File: src/rtl/multi_key_debouncer_pkg.sv
// -----------------------------------------------------------------------------
// multi_key_debouncer_pkg
// Shared helpers and types for the multi-channel key debouncer.
//   glitch_cycles() : converts clock frequency and glitch time into a filter
//                     length in cycles, never less than 1.
//   cnt_width()     : bit width needed to hold a count of 0..max_val.
//   key_evt_t       : per-channel event bundle (level plus strobes).
// -----------------------------------------------------------------------------
package multi_key_debouncer_pkg;

  // Filter length in clock cycles; integer division, clamped to at least 1.
  function automatic int glitch_cycles(input int freq_mhz, input int glitch_ns);
    int cyc;
    cyc = (glitch_ns * freq_mhz) / 1000;
    if (cyc < 1) begin
      return 1;
    end else begin
      return cyc;
    end
  endfunction

  // Width of a counter that must reach max_val (max_val >= 1).
  function automatic int cnt_width(input int max_val);
    if (max_val < 1) begin
      return 1;
    end else begin
      return $clog2(max_val + 1);
    end
  endfunction

  typedef struct packed {
    logic state;
    logic pressed;
    logic released;
    logic long_press;
  } key_evt_t;

endpackage

File: src/rtl/multi_key_debouncer_channel.sv
// -----------------------------------------------------------------------------
// multi_key_debouncer_channel
// One debounced key: 2-flop synchronizer, optional polarity inversion,
// saturating glitch filter, registered level and 1-cycle press/release strobes.
// With MULTI_KEY_DEBOUNCER_LONG_PRESS_EN defined, a hold counter also produces
// one long-press strobe LONG_PRESS_CYC cycles after the press strobe.
// Ports:
//   clk  in  1          clock
//   rst  in  1          async reset, active-high
//   key  in  1          raw asynchronous key input
//   evt  out key_evt_t  registered level and strobes
// -----------------------------------------------------------------------------
module multi_key_debouncer_channel
  import multi_key_debouncer_pkg::*;
#(
  parameter int GLITCH_CYC     = 15,
  parameter bit KEY_ACTIVE_LOW = 1'b0,
  parameter int LONG_PRESS_CYC = 1000
) (
  input  logic     clk,
  input  logic     rst,
  input  logic     key,
  output key_evt_t evt
);

  localparam int              CNT_W    = cnt_width(GLITCH_CYC);
  localparam logic [CNT_W-1:0] CNT_LAST = CNT_W'(GLITCH_CYC - 1);
  // Raw level of a released key; the synchronizer resets to it so that no
  // spurious transition is seen when reset is released.
  localparam logic            IDLE_LVL = KEY_ACTIVE_LOW;

  // Elaboration-time parameter sanity check.
  if (GLITCH_CYC < 1 || LONG_PRESS_CYC < 1) begin : g_param_err
    $error("multi_key_debouncer_channel: GLITCH_CYC and LONG_PRESS_CYC must be >= 1");
  end

  logic             sync1_r;
  logic             sync2_r;
  logic             level_s;
  logic [CNT_W-1:0] cnt_r;
  logic [CNT_W-1:0] cnt_nxt_s;
  logic             state_r;
  logic             state_nxt_s;
  logic             press_r;
  logic             press_nxt_s;
  logic             rel_r;
  logic             rel_nxt_s;
  logic             long_s;

  // Two-flop synchronizer for the asynchronous key input.
  always_ff @(posedge clk or posedge rst) begin
    if (rst) begin
      sync1_r <= IDLE_LVL;
      sync2_r <= IDLE_LVL;
    end else begin
      sync1_r <= key;
      sync2_r <= sync1_r;
    end
  end

  // Normalise polarity so that 1 always means pressed.
  always_comb begin
    level_s = KEY_ACTIVE_LOW ? ~sync2_r : sync2_r;
  end

  // Glitch filter: count consecutive cycles of disagreement with the
  // debounced state; any agreement restarts the count. The count stops at
  // CNT_LAST because that cycle flips the state and clears it.
  always_comb begin
    cnt_nxt_s   = '0;
    state_nxt_s = state_r;
    press_nxt_s = 1'b0;
    rel_nxt_s   = 1'b0;
    if (level_s == state_r) begin
      cnt_nxt_s = '0;
    end else if (cnt_r == CNT_LAST) begin
      cnt_nxt_s   = '0;
      state_nxt_s = level_s;
      press_nxt_s = level_s;
      rel_nxt_s   = ~level_s;
    end else begin
      cnt_nxt_s = cnt_r + CNT_W'(1);
    end
  end

  // Filter counter, debounced state and strobe registers.
  always_ff @(posedge clk or posedge rst) begin
    if (rst) begin
      cnt_r   <= '0;
      state_r <= 1'b0;
      press_r <= 1'b0;
      rel_r   <= 1'b0;
    end else begin
      cnt_r   <= cnt_nxt_s;
      state_r <= state_nxt_s;
      press_r <= press_nxt_s;
      rel_r   <= rel_nxt_s;
    end
  end

`ifdef MULTI_KEY_DEBOUNCER_LONG_PRESS_EN
  localparam int               HOLD_W    = cnt_width(LONG_PRESS_CYC);
  localparam logic [HOLD_W-1:0] HOLD_LAST = HOLD_W'(LONG_PRESS_CYC);

  logic [HOLD_W-1:0] hold_r;
  logic              long_r;

  // Hold counter: runs while pressed, saturates at LONG_PRESS_CYC so the
  // long strobe fires only once per press.
  always_ff @(posedge clk or posedge rst) begin
    if (rst) begin
      hold_r <= '0;
      long_r <= 1'b0;
    end else if (!state_r) begin
      hold_r <= '0;
      long_r <= 1'b0;
    end else if (hold_r != HOLD_LAST) begin
      hold_r <= hold_r + HOLD_W'(1);
      long_r <= (hold_r == (HOLD_LAST - HOLD_W'(1)));
    end else begin
      long_r <= 1'b0;
    end
  end

  // Long-press strobe comes straight from its register.
  always_comb begin
    long_s = long_r;
  end
`else
  // Long-press feature not built: strobe held low.
  always_comb begin
    long_s = 1'b0;
  end
`endif

  assign evt = '{state: state_r, pressed: press_r, released: rel_r, long_press: long_s};

endmodule

File: src/rtl/multi_key_debouncer.sv
// -----------------------------------------------------------------------------
// multi_key_debouncer
// KEY_CNT independent key debouncers in one clock domain. Each channel
// synchronizes its raw key, rejects pulses shorter than GLITCH_TIME_NS and
// reports a debounced level plus 1-cycle press/release strobes.
// Optional feature macro: MULTI_KEY_DEBOUNCER_LONG_PRESS_EN (long-press strobe
// after LONG_PRESS_CYC held cycles; tied low when undefined).
// Ports:
//   clk_i               in   1        clock
//   rst_i               in   1        async reset, active-high
//   key_i               in   KEY_CNT  raw key inputs, asynchronous
//   key_state_o         out  KEY_CNT  debounced level, 1 = pressed
//   key_pressed_stb_o   out  KEY_CNT  1-cycle pulse on debounced 0->1
//   key_released_stb_o  out  KEY_CNT  1-cycle pulse on debounced 1->0
//   key_long_stb_o      out  KEY_CNT  1-cycle long-press pulse
// -----------------------------------------------------------------------------
module multi_key_debouncer
  import multi_key_debouncer_pkg::*;
#(
  parameter int CLK_FREQ_MHZ   = 150,
  parameter int GLITCH_TIME_NS = 100,
  parameter int KEY_CNT        = 4,
  parameter bit KEY_ACTIVE_LOW = 1'b0,
  parameter int LONG_PRESS_CYC = 1000
) (
  input  logic               clk_i,
  input  logic               rst_i,
  input  logic [KEY_CNT-1:0] key_i,
  output logic [KEY_CNT-1:0] key_state_o,
  output logic [KEY_CNT-1:0] key_pressed_stb_o,
  output logic [KEY_CNT-1:0] key_released_stb_o,
  output logic [KEY_CNT-1:0] key_long_stb_o
);

  localparam int GLITCH_CYC = glitch_cycles(CLK_FREQ_MHZ, GLITCH_TIME_NS);

  key_evt_t evt_s [KEY_CNT];

  for (genvar i = 0; i < KEY_CNT; i++) begin : g_chan
    multi_key_debouncer_channel #(
      .GLITCH_CYC     (GLITCH_CYC),
      .KEY_ACTIVE_LOW (KEY_ACTIVE_LOW),
      .LONG_PRESS_CYC (LONG_PRESS_CYC)
    ) u_chan (
      .clk (clk_i),
      .rst (rst_i),
      .key (key_i[i]),
      .evt (evt_s[i])
    );

    // Channel outputs are already registered; only repack per field here.
    assign key_state_o[i]        = evt_s[i].state;
    assign key_pressed_stb_o[i]  = evt_s[i].pressed;
    assign key_released_stb_o[i] = evt_s[i].released;
    assign key_long_stb_o[i]     = evt_s[i].long_press;
  end

endmodule

File: config.mk
export PLATFORM = sky130hd
export DESIGN_NAME = multi_key_debouncer
export DESIGN_NICKNAME = d
export VERILOG_FILES = /design/src/rtl/multi_key_debouncer_pkg.sv /design/src/rtl/multi_key_debouncer_channel.sv /design/src/rtl/multi_key_debouncer.sv
export SDC_FILE = /design/constraint.sdc
export NUM_CORES = 1
export LEC_CHECK = 0
export CORE_AREA = 2 2 48 83
export CTS_CLUSTER_SIZE = 40
export DETAILED_ROUTE_END_ITERATION = 10
export DIE_AREA = 0 0 50 85
export GPL_TIMING_DRIVEN = 0
export PLACE_DENSITY = 0.8
export SYNTH_ARGS = -nofsm -noshare
export SYNTH_HDL_FRONTEND = slang
export SYNTH_HIERARCHICAL = 1
export SYNTH_SLANG_ARGS = --single-unit
File: constraint.sdc
create_clock -name clk_i -period 1.06 [get_ports clk_i]
set_input_delay 0.159 -clock clk_i [delete_from_list [all_inputs] [get_ports clk_i]]
set_output_delay 0.159 -clock clk_i [all_outputs]
set_load 0.05 [all_outputs]
# [Word-level counts from Yosys, hierarchy flattened]
# Index checks and enable logic that the tools add are counted.
# Widths: inputs -> output; s select.
[op_classes] addsub=4 muxes=24 n_shift=0 mul=0 n_bitwise=8 order_cmp=0 reduce_logical=4 n_div=0 n_eq_ne=8
[ops] op="$mux 4" n=8
[ops] op="$add 4x1->4 const B" n=4
[ops] op="$eq 4x4->1 const B" n=4
[ops] op="$mux 1" n=16
[ops] op="$not 1->1" n=8
[ops] op="$reduce_and 2->1" n=4
[ops] op="$eq 1x1->1" n=4
[totals] output_inout_bits=16 latch_bits=0 rom_bits=0 reg_bits=36 wordCells=72 mem_count=0 ram_bits=0 input_bits=6

# [Logic depth before layout (Yosys ltp)]
# Gate-level depths: netlist of the first run.
[depth] ltp_word=3 mapped_depth=3 ltp_nobuf=3

# [By module]
# The synthesis of the first run kept the hierarchy.
[by_module_without_submodules] mod="multi_key_debouncer_channel" n_inst=4 seq_area_each_um2=225.2 area_each_um2=389.1 cells_each=34

# [Least setup slack after synthesis of the first run]
# Ideal clock, no wire load.
[synth_path] path_kind="register to register" start="register g_chan[0].u_chan.cnt_r[1]" end="register g_chan[0].u_chan.state_r" setup_ps=125 slack_ps=-14 stages_incl_launch_ff=4 required_ps=935 n_path_buf=0 arrival_ps=949 synth_period_minus_slack_ps=1074 cell_sequence="dfrtp_1 -> nor2b_2 -> nand3_2 -> mux2_4"
[synth_via] elab_chain_len=2
[synth_lines] item="start, declared" line_no="multi_key_debouncer_channel.sv:40" rtl="logic [CNT_W-1:0] cnt_r;"
[synth_lines] item="start signal, assigned" line_no="multi_key_debouncer_channel.sv:94" rtl="cnt_r <= cnt_nxt_s;"
[synth_lines] item="$eq 4x4->1" line_no="multi_key_debouncer_channel.sv:76" rtl="end else if (cnt_r == CNT_LAST) begin"
[synth_lines] item="$reduce_and 2->1 (no line)"
[synth_lines] item="end signal, assigned" line_no="multi_key_debouncer_channel.sv:95" rtl="state_r <= state_nxt_s;"
[synth_lines] item="end, declared" line_no="multi_key_debouncer_channel.sv:42" rtl="logic state_r;"
# No other way between the ends.
# A chain may end at the register's enable or synchronous reset.

# [Worst setup path after layout of the first run]
[layout_path] start="register g_chan[0].u_chan.state_r" end="output key_state_o[0]"
[layout_lines] item="end, declared" line_no="multi_key_debouncer.sv:29" rtl="output logic [KEY_CNT-1:0] key_state_o,"
# No word-level cell between the ends.

==> results of run 1 <==
## area by class of cell
| type | count | area, sq um |
|---|---|---|
| Fill cell | 259 | 1360 |
| Timing Repair Buffer | 34 | 373 |
| Multi-Input combinational cell | 80 | 683 |
| Buffer | 8 | 75.1 |
| Sequential cell | 36 | 907 |
| Inverter | 4 | 15.0 |
| Clock inverter | 1 | 30.0 |
| Tap cell | 46 | 57.6 |
| Clock buffer | 7 | 96.3 |
## timing repair
action                     CTS  global route
setup endpoints to repair   17            22
resized for setup          108            22
pin swaps                    3             6
setup buffers               13             4
hold buffers                 0             0
## flip-flops by register name, indices dropped and copies added (netlist names)
register	flops
g_chan.u_chan/cnt_r	16
g_chan.u_chan/level_s	4
g_chan.u_chan/sync1_r	4
g_chan.u_chan/state_r	4
g_chan.u_chan/rel_r	4
g_chan.u_chan/press_r	4
## synthesized netlist by cell type, drive strengths merged
library cell  instances  area [sq um]
dfrtp                36           901
nand3                 4          40.0
a21oi                12          60.1
and2b                 4          35.0
nand4b                4          35.0
inv                   4          15.0
xnor2                 4          35.0
nor3b                 8          60.1
nand2                12          45.0
a311oi                4          35.0
nor2                 12          45.0
nor2b                 4          35.0
conb                  4          15.0
buf                  16           120
mux2                  4          60.1
nor3                  4          20.0
## worst max-delay path, delay by kind of cell (launching register included)
kind	cells	cell delay, ns
buf+inv	2	0.27
flops	1	0.41
## power groups by stage
stage / Sequential, mW / Clock (mW) / Combinational (mW)
finish: 1.47 / 1.30 / 0.290
detailed placement: 1.51 / 0 / 0.188
CTS: 1.47 / 1.34 / 0.251
floorplan: 1.49 / 0 / 0.148
global route: 1.48 / 1.39 / 0.317
global placement: 1.50 / 0 / 0.178
## worst max path at each step
stage | slack (ns) | from | end | cells past startpoint
2_1_floorplan | -0.008 | g_chan[0].u_chan/cnt_r[0]$_DFF_PP0_ | g_chan[0].u_chan/state_r$_DFFE_PP0P_ | 3
3_3_place_gp | -0.42 | g_chan[0].u_chan/state_r$_DFFE_PP0P_ | key_state_o[0] | 2
3_5_place_dp | -0.42 | g_chan[0].u_chan/state_r$_DFFE_PP0P_ | key_state_o[0] | 2
4_1_cts | -0.06 | g_chan[0].u_chan/state_r$_DFFE_PP0P_ | key_state_o[0] | 2
5_1_grt | -0.09 | g_chan[0].u_chan/state_r$_DFFE_PP0P_ | key_state_o[0] | 2
6_report | -0.07 | g_chan[0].u_chan/state_r$_DFFE_PP0P_ | key_state_o[0] | 2
## metal layers
layer  vias up  part of all wire
met5         -                 0
met4         0             0.033
met3         7             0.031
met2        22              0.57
met1       536              0.37
li1        504                 -
## per-stage QoR
stage / cells / power (mW) / cell area, sq um / util
6_report: 216 / 3.07 / 2240 / 0.623
5_1_grt: 216 / 3.19 / 2240 / 0.623
4_1_cts: 212 / 3.06 / 2080 / 0.579
3_5_place_dp: 199 / 1.70 / 1800 / 0.502
3_3_place_gp: 199 / 1.68 / 1800 / 0.502
2_1_floorplan: 136 / 1.64 / 1580 / -
## kinds of logic (layout without fill, tap and decap cells)
logic type / after synthesis / count (layout)
compound gates: 16 / 16
xor+xnor: 4 / 4
buf+inv: 20 / 54
flops: 36 / 36
mux: 4 / 4
other cells: 4 / 4
simple gates: 52 / 52
==> results.tsv, run 1 <==
stage	metric	value	unit
critical_path	R2R setup slack	-0.06	ns
critical_path	Crit. End Element	output pin	
drt	vias per cell	4.95	
global_route	GRT Total Usage	0.155	
timing	Slew Limit Fails	0	
critical_path	FF-to-FF Start	g_chan[1].u_chan/cnt_r[0]$_DFF_PP0_	
synthesis	compound-cell area share of the yosys netlist	0.0611	
synthesis	Post-Synth Adder-Cell Area	0	
synthesis	number of synthesized register bits	36	
pwr	sequential power share	0.481	
floorplan	Vert. Die Dim	85	um
final_layout	ANT cells	0	
drt	Antenna Nets Post-Route	0	
pwr	Net Sw Frac	0.221	
critical_path	worst reg-to-reg path cell count	3	
pwr	P_int	2.39	mW
timing	period utilization	1.07	
synthesis	Mean Syn Cell Area	11.4	sq um
drt	1st-pass router iterations	4	
timing	final hold slack	0.251	ns
cts	Skew-Pair Late Insertion Delay	0.29	ns
drt	routed len/inst	13.9	um
synthesis	Synth Warn #	6	
global_route	gr ovfl total	0	
cts	CTS tree	built	
timing	RSZ-0062 raised after global routing	yes	
global_route	initial antenna violation count	0	
pwr	Psw	0.677	mW
critical_path	reg2reg end	g_chan[1].u_chan/state_r$_DFFE_PP0P_	
synthesis	multiplexer area fraction after synthesis	0.0386	
synthesis	Synthesized Nets	142	
pwr	PD cells	1370	mW/mm^2
critical_path	slowest stage delay, CP	0.41	ns
global_route	M2 GR Usage	0.260	
floorplan	core area	0.00359	sq mm
synthesis	largest family of logic cells by synthesized area	simple AND/OR/NAND/NOR gates	
timing	Setup TNS Final	-0.396	ns
critical_path	Startpoint Class	flip-flop	
drt	DR iter-0 viols	9	
timing	Setup Skew	0.00622	ns
pwr	Gate power share	0.095	
global_route	first-pass GRT wire length	4890	um
global_route	met3 usage	0.0423	
drt	Total Routed Length	3000	um
cts	Max Root-Sink Buffers	2	
cts	Num CTS Buffers	5	
cts	clock-pin slew on the worst setup and hold paths	0.07	ns
drt	DRC	0	
timing	# setup viols final	9	
floorplan	row count	29	
run	Max Cap Viol	0	
synthesis	Synth Area in XOR/XNOR	0.0225	
floorplan	Die X	50	um
critical_path	Critical Path Fanout Max	2	
timing	Worst Setup Slack, final	-0.0695	ns
timing	final worst path period need	1.13	ns
floorplan	Die Footprint	0.00425	sq mm
synthesis	Mapped Cells	136	
global_route	largest net degree at the start of global routing	12	
global_route	met1 usage	0.165	
pwr	Static Leak	0.981	nW
final_layout	most frequent cells in the layout	dfrtp_1, buf_4, nand2_1, buf_8, nor2_1	
critical_path	crit path max-delay cell type	dfrtp_1	
synthesis	Mapped Area	0.00156	sq mm
global_route	GR peak layer	met2	
critical_path	Worst Path Required	0.90	ns
global_route	number of global-route vias before repair	1092	
status	status	complete, but fails checks	
synthesis	Simple-Gate Fraction of Synth Area	0.203	
final_layout	nets	175	
final_layout	layout cells sized above 1	0.471	
critical_path	WS Path Type	flip-flop to output pin	
timing	f_max	885	MHz
cts	TritonCTS Sinks	36	
pwr	Clock Power Share	0.425	
placement	Placer Congestion	0.779	
drt	via count	1069	
cts	root buf cell	clkbuf_8	
status	failing checks	setup timing	
pwr	Peak supply drop	0.00216	V
final_layout	most common cell after layout, fill and taps aside	dfrtp_1	
floorplan	Ports	22	
synthesis	Yosys cell types	16	
worst_hold_path	Hold WC Path Type	input port to asynchronous set/reset pin	
critical_path	worst-path cell chain	buf_6, buf_8	
cts	# H-tree levels	2	
critical_path	arrival time worst endpoint	0.97	ns
final_layout	area delta synth->final	43.7	%
placement	pre-CTS setup slack	-0.419	ns
placement	dpl hpwl	1920	um
placement	IO Port Bufs	17	
floorplan	Initial Utilization	0.433	
timing	Hold Vio Cnt, Final	0	
synthesis	Seq/Total Area, Yosys	0.579	
Note: power is estimated with default switching activity, not from simulation.
==> run 2, diff against run 1 <==
--- a/config.mk
+++ b/config.mk
@@ -9,8 +9,9 @@
 export CTS_CLUSTER_SIZE = 40
 export DETAILED_ROUTE_END_ITERATION = 10
 export DIE_AREA = 0 0 50 85
+export DONT_BUFFER_PORTS = 1
 export GPL_TIMING_DRIVEN = 0
-export PLACE_DENSITY = 0.8
+export PLACE_DENSITY = 0.72
 export SYNTH_ARGS = -nofsm -noshare
 export SYNTH_HDL_FRONTEND = slang
 export SYNTH_HIERARCHICAL = 1
==> results.tsv, run 2 (same netlist as run 1, synthesis figures left out) <==
stage	metric	value	unit	change
drt	DR iter-0 viols	13		+4
worst_hold_path	Hold WC Path Type	input port to asynchronous set/reset pin		
critical_path	crit path max-delay cell type	dfrtp_2		
global_route	first-pass GRT wire length	4610	um	-5.6%
timing	final hold slack	0.339	ns	+0.0882 ns
critical_path	WS Path Type	flip-flop to flip-flop		
cts	Num CTS Buffers	5		unchanged
status	status	complete, but fails checks		
drt	routed len/inst	12.4	um	-11%
final_layout	final instance area	0.00197	sq mm	-12%
status	failing checks	setup timing		
floorplan	row count	29		unchanged
cts	TritonCTS Sinks	36		unchanged
final_layout	area delta synth->final	26.5	%	
cts	Max Root-Sink Buffers	2		unchanged
timing	Setup TNS Final	-0.154	ns	+0.242 ns
critical_path	Startpoint Class	flip-flop		
critical_path	Critical Path Fanout Max	3		+1
placement	placed instance area	0.00163	sq mm	-9.4%
timing	Worst Setup Slack, final	-0.0378	ns	+0.0318 ns
floorplan	Initial Utilization	0.433		unchanged
timing	f_max	911	MHz	+2.9%
critical_path	reg2reg end	g_chan[1].u_chan/state_r$_DFFE_PP0P_		
critical_path	slowest stage delay, CP	0.44	ns	+0.03 ns
pwr	PD cells	1520	mW/mm^2	+11%
drt	DRC	0		unchanged
drt	Total Routed Length	2560	um	-15%
placement	placed insts	182		-8.5%
timing	RSZ-0062 raised after global routing	yes		
critical_path	Worst Path Required	1.23	ns	+0.33 ns
critical_path	worst reg-to-reg path cell count	3		unchanged
floorplan	Die Footprint	0.00425	sq mm	unchanged
timing	period utilization	1.04		-0.0300
cts	CTS tree	built		
placement	IO Port Bufs	0		-17
floorplan	Die X	50	um	unchanged
final_layout	FF/Latch Area	908	sq um	+0.14%
critical_path	Crit. End Element	flip-flop		
final_layout	ANT cells	0		unchanged
drt	1st-pass router iterations	4		unchanged
drt	via count	1010		-5.5%
final_layout	most frequent cells in the layout	dfrtp_1, buf_4, nand2_1, a21oi_1, nor2_1		
drt	vias per cell	4.88		-1.4%
pwr	Final Total Pwr	3.00	mW	-2.2%
cts	Skew-Pair Late Insertion Delay	0.28	ns	about the same
timing	Setup Skew	0.00701	ns	+0.000789 ns
final_layout	max FFs per register	16		unchanged
floorplan	Vert. Die Dim	85	um	unchanged
pwr	Static Leak	0.894	nW	-8.9%
timing	Hold Vio Cnt, Final	0		unchanged
drt	Antenna Nets Post-Route	0		unchanged
global_route	initial antenna violation count	0		unchanged
pwr	Peak supply drop	0.00104	V	-52%
final_layout	most common cell after layout, fill and taps aside	dfrtp_1		
final_layout	nets	166		-5.1%
final_layout	fillcell total	295		+14%
global_route	GRT Total Usage	0.143		-0.0113
critical_path	worst-path cell chain	nor2b_4, nand3_4, mux2_4		
cts	# H-tree levels	2		unchanged
floorplan	core area	0.00359	sq mm	unchanged
final_layout	Biggest register	g_chan.u_chan/cnt_r		
global_route	largest net degree at the start of global routing	12		unchanged
global_route	number of global-route vias before repair	1055		-3.4%
cts	clock-pin slew on the worst setup and hold paths	0.07	ns	about the same
cts	root buf cell	clkbuf_8		
critical_path	FF-to-FF Start	g_chan[1].u_chan/cnt_r[0]$_DFF_PP0_		
global_route	gr ovfl total	0		unchanged
timing	final worst path period need	1.10	ns	-0.0318 ns
critical_path	arrival time worst endpoint	1.27	ns	+0.30 ns
timing	Slew Limit Fails	0		unchanged
final_layout	layout cells sized above 1	0.385		-0.0855
timing	# setup viols final	6		-3
final_layout	Multi-input gate area	583	sq um	-15%
critical_path	R2R setup slack	-0.04	ns	+0.02 ns
floorplan	Ports	22		unchanged
run	Max Cap Viol	0		unchanged
final_layout	Post-Layout Cell Count	207		-4.2%
placement	Placer Congestion	0.704		-9.6%
placement	dpl hpwl	1720	um	-11%
-- run 2: cell types whose count changed in the layout (fill, tap and decap cells not counted), sizes merged --
| cell | change |
|---|---|
| clkdlybuf4s50 | -5 |
| buf | -9 |
| dlygate4sd3 | +5 |
-- run 2: critical path: cells and delay by family, from the launching register on --
kind	cells	cell delay, ns
AND/OR/NAND/NOR	2	0.24
flip-flops	1	0.44
multiplexers	1	0.31
-- run 2: timing repair --
| action | 4_1_cts | 5_1_grt |
|---|---|---|
| hold buffers | 5 | 0 |
| pin swaps | 0 | 2 |
| resized for setup | 9 | 8 |
| cloned | 0 | 0 |
| endpoints found under the hold margin | 40 | 0 |
| setup endpoints to repair | 8 | 17 |
| setup buffers | 12 | 0 |
-- run 2: per-stage QoR --
stage	setup WS (ns)	util
after global routing	-0.0799	0.548
after detailed placement	-0.0995	0.455
after floorplan	-0.00819	-
after global placement	-0.0526	0.455
after CTS	-0.0423	0.535
final	-0.0378	0.548
-- run 2: worst max path at each step --
stage                                              from                                    to  cells after the start
floorplan           g_chan[0].u_chan/cnt_r[0]$_DFF_PP0_  g_chan[0].u_chan/state_r$_DFFE_PP0P_                      3
global placement    g_chan[3].u_chan/cnt_r[1]$_DFF_PP0_  g_chan[3].u_chan/state_r$_DFFE_PP0P_                      3
detailed placement  g_chan[0].u_chan/cnt_r[1]$_DFF_PP0_  g_chan[0].u_chan/state_r$_DFFE_PP0P_                      3
CTS                 g_chan[1].u_chan/cnt_r[0]$_DFF_PP0_  g_chan[1].u_chan/state_r$_DFFE_PP0P_                      3
global route        g_chan[1].u_chan/cnt_r[0]$_DFF_PP0_  g_chan[1].u_chan/state_r$_DFFE_PP0P_                      3
finish              g_chan[1].u_chan/cnt_r[0]$_DFF_PP0_  g_chan[1].u_chan/state_r$_DFFE_PP0P_                      3
-- run 2: layer usage --
layer,part of all wire,vias to the layer above,routed length [um],track usage
li1,-,485,-,-
met3,0.039,5,101,0.0423
met5,0,-,0,0
met1,0.40,503,1020,0.157
met2,0.54,17,1380,0.239
met4,0.022,0,57,0.0833
-- run 2: report_power, final --
part | total (mW) | leakage, nW | internal [mW] | switching [mW]
Clock | 1.29 | 0.0645 | 0.829 | 0.460
Sequential | 1.47 | 0.466 | 1.42 | 0.0452
Combinational | 0.245 | 0.363 | 0.113 | 0.132
-- run 2: cell type report --
| type | instances | share of cell area |
|---|---|---|
| Timing Repair Buffer | 17 | 0.0731 |
| Inverter | 4 | 0.00762 |
| Tap cell | 46 | 0.0292 |
| Clock inverter | 1 | 0.0152 |
| Buffer | 16 | 0.0686 |
| Multi-Input combinational cell | 80 | 0.296 |
| Clock buffer | 7 | 0.0489 |
| Sequential cell | 36 | 0.461 |
==> run 3, diff against run 2 <==
--- a/config.mk
+++ b/config.mk
@@ -5,10 +5,11 @@
 export SDC_FILE = /design/constraint.sdc
 export NUM_CORES = 1
 export LEC_CHECK = 0
-export CORE_AREA = 2 2 48 83
+export ABC_AREA = 1
+export CORE_AREA = 2 2 48 84
 export CTS_CLUSTER_SIZE = 40
 export DETAILED_ROUTE_END_ITERATION = 10
-export DIE_AREA = 0 0 50 85
+export DIE_AREA = 0 0 50 86
 export DONT_BUFFER_PORTS = 1
 export GPL_TIMING_DRIVEN = 0
 export PLACE_DENSITY = 0.72
==> results.tsv, run 3 <==
stage	metric	value	unit	change
status	status	complete, but fails checks		
status	failing checks	setup timing		
drt	Total Routed Length	2320	um	-9.7%
critical_path	FF-to-FF Start	g_chan[1].u_chan/cnt_r[0]$_DFF_PP0_		
critical_path	slowest stage delay, CP	0.43	ns	about the same
critical_path	Startpoint Class	flip-flop		
global_route	initial antenna violation count	0		unchanged
global_route	met3 usage	0.0488		+0.00653
worst_hold_path	Hold EP	g_chan[3].u_chan/level_s$_DFF_PP0_		
final_layout	nets	202		+22%
critical_path	worst reg-to-reg path cell count	4		+1
critical_path	Crit. End Element	output pin		
floorplan	Die X	50	um	unchanged
timing	# setup viols final	1		-5
floorplan	Die Footprint	0.00430	sq mm	+1.2%
drt	vias per cell	4.48		-8.2%
synthesis	Post-synth top cells	nand2_1, dfrtp_1, inv_1		
synthesis	number of synthesized register bits	36		unchanged
timing	Setup TNS Final	-0.00270	ns	+0.151 ns
placement	pre-CTS setup slack	0.114	ns	+0.214 ns
final_layout	FF/Latch Area	901	sq um	-0.83%
final_layout	layout cells sized above 1	0.218		-0.167
critical_path	R2R setup slack	0.12	ns	+0.16 ns
final_layout	most frequent cells in the layout	nand2_1, dfrtp_1, inv_1		
synthesis	Post-Synth Adder-Cell Area	0		unchanged
global_route	GR peak layer	met2		
placement	Placer Congestion	0.762		+8.3%
floorplan	Initial Utilization	0.440		+0.00697
final_layout	Biggest register	g_chan.u_chan/cnt_r		
synthesis	number of flops mapped to enable cells by yosys	0		unchanged
synthesis	Seq/Total Area, Yosys	0.570		-0.00916
synthesis	Mapped Area	0.00158	sq mm	+1.6%
drt	routed len/inst	9.53	um	-23%
cts	Skew-Pair Late Insertion Delay	0.28	ns	about the same
synthesis	Synth Flop Type	dfrtp_1		
floorplan	Vert. Die Dim	86	um	+1.2%
critical_path	worst path bufs/invs	1		+1
drt	DRC	0		unchanged
floorplan	Ports	22		unchanged
worst_hold_path	Hold WC Path Type	flip-flop to flip-flop		
worst_hold_path	worst hold stages	0		
critical_path	WS Path Type	flip-flop to output pin		
drt	via count	1088		+7.7%
critical_path	CP top delay family	flip-flops		
timing	f_max	941	MHz	+3.3%
cts	TritonCTS Sinks	36		unchanged
timing	RSZ-0062 raised after global routing	yes		
synthesis	Synthesized Nets	190		+34%
synthesis	compound-cell area share of the yosys netlist	0.0127		-0.0484
final_layout	most common cell after layout, fill and taps aside	nand2_1		
final_layout	max FFs per register	16		unchanged
pwr	Peak supply drop	0.000906	V	-13%
timing	final hold slack	0.349	ns	+0.0102 ns
floorplan	row count	29		unchanged
cts	Setup Buffers After CTS	0		-12
critical_path	Critical Path Fanout Max	4		+1
global_route	met1 usage	0.121		-0.0360
run	Max Cap Viol	0		unchanged
cts	Max Root-Sink Buffers	2		unchanged
critical_path	reg2reg end	g_chan[1].u_chan/cnt_r[0]$_DFF_PP0_		
final_layout	Multi-input gate area	455	sq um	-22%
critical_path	crit path max-delay cell type	dfrtp_1		
synthesis	cell taking the most area after synthesis	dfrtp_1		
global_route	number of global-route vias before repair	1005		-4.7%
synthesis	Mapped Cells	184		+35%
cts	root buf cell	clkbuf_8		
global_route	gr ovfl total	0		unchanged
critical_path	arrival time worst endpoint	0.90	ns	-0.37 ns
timing	Slew Limit Fails	0		unchanged
drt	1st-pass router iterations	4		unchanged
synthesis	FFs w/ async S/R, synth	1.00		unchanged
global_route	largest net degree at the start of global routing	12		unchanged
global_route	M2 GR Usage	0.228		-0.0108
final_layout	ANT cells	0		unchanged
cts	Num CTS Buffers	5		unchanged
timing	Setup Skew	0.00279	ns	-0.00423 ns
final_layout	area delta synth->final	14.6	%	
synthesis	Synth Warn #	6		unchanged
pwr	PD cells	1540	mW/mm^2	+1.4%
synthesis	top post-synthesis cells by area	dfrtp_1, nand2_1, buf_4		
synthesis	Yosys cell types	12		-4
drt	DR iter-0 viols	9		-4
synthesis	Synth top area share	0.570		-0.00916
synthesis	multiplexer area fraction after synthesis	0		-0.0386
synthesis	Synth Area in XOR/XNOR	0		-0.0225
synthesis	largest family of logic cells by synthesized area	simple AND/OR/NAND/NOR gates		
timing	Hold Vio Cnt, Final	0		unchanged
floorplan	core area	0.00359	sq mm	unchanged
synthesis	count leader, synth	nand2_1		
global_route	first-pass GRT wire length	4100	um	-11%
timing	Worst Setup Slack, final	-0.00270	ns	+0.0351 ns
timing	period utilization	1.00		-0.0331
cts	clock-pin slew on the worst setup and hold paths	0.07	ns	about the same
cts	CTS tree	built		
pwr	Static Leak	0.978	nW	+9.5%
placement	dpl hpwl	1750	um	+2.0%
synthesis	Simple-Gate Fraction of Synth Area	0.266		+0.0633
placement	IO Port Bufs	0		unchanged
global_route	GRT Total Usage	0.130		-0.0134
drt	Antenna Nets Post-Route	0		unchanged
critical_path	worst-path cell chain	buf_6		
timing	final worst path period need	1.06	ns	-0.0351 ns
final_layout	fillcell total	339		+15%
synthesis	Mean Syn Cell Area	8.60	sq um	-25%
worst_hold_path	min-delay src	g_chan[3].u_chan/sync1_r$_DFF_PP0_		
cts	# H-tree levels	2		unchanged
critical_path	Worst Path Required	0.90	ns	-0.33 ns
[run 3: logic make-up (layout without fill, tap and decap cells)]
group           Yosys count  after routing
flops                    36             36
compound gates            4              4
buf+inv                  44             57
simple gates             96             96
other cells               4              4
[run 3: area by class of cell]
class,instances,area share
Clock inverter,2,0.0193
Timing Repair Buffer,5,0.0276
Clock buffer,6,0.0401
Buffer,16,0.0746
Sequential cell,36,0.497
Inverter,28,0.0580
Tap cell,46,0.0318
Multi-Input combinational cell,104,0.251
[run 3: repair_timing]
action                     4_1_cts  5_1_grt
hold endpoints to repair        40        0
setup endpoints to repair        4        4
pin swaps                        0        0
hold buffers                     5        0
gates resized for setup          4        0
[run 3: metal layers]
layer,vias to the layer above,share of wire
met5,-,0
met4,0,0.029
met3,6,0.046
met2,27,0.55
met1,503,0.37
li1,552,-
[run 3: worst max path at each step]
stage	from	end	slack [ns]	cells past startpoint
floorplan	g_chan[0].u_chan/cnt_r[0]$_DFF_PP0_	g_chan[0].u_chan/cnt_r[0]$_DFF_PP0_	0.20	4
global placement	g_chan[1].u_chan/cnt_r[0]$_DFF_PP0_	g_chan[1].u_chan/cnt_r[0]$_DFF_PP0_	0.12	4
detailed placement	g_chan[1].u_chan/cnt_r[0]$_DFF_PP0_	g_chan[1].u_chan/cnt_r[0]$_DFF_PP0_	0.11	4
CTS	g_chan[3].u_chan/state_r$_DFFE_PP0P_	key_state_o[3]	0.01	1
global route	g_chan[1].u_chan/state_r$_DFFE_PP0P_	key_state_o[1]	-0.04	1
finish	g_chan[1].u_chan/state_r$_DFFE_PP0P_	key_state_o[1]	-0.003	1
[run 3: power breakdown]
part / internal, mW / switching (mW) / leakage (nW)
combinational: 0.0630 / 0.122 / 0.449
clock: 0.697 / 0.444 / 0.0552
sequential: 1.42 / 0.0512 / 0.474
total: 2.18 / 0.617 / 0.978
[run 3: stage by stage]
| stage | util | area, sq um | std cells | total power, mW |
|---|---|---|---|---|
| 2_1_floorplan | - | 1580 | 184 | 1.64 |
| 3_3_place_gp | 0.456 | 1640 | 230 | 1.66 |
| 3_5_place_dp | 0.456 | 1640 | 230 | 1.67 |
| 4_1_cts | 0.504 | 1810 | 243 | 2.85 |
| 5_1_grt | 0.504 | 1810 | 243 | 2.93 |
| 6_report | 0.504 | 1810 | 243 | 2.80 |
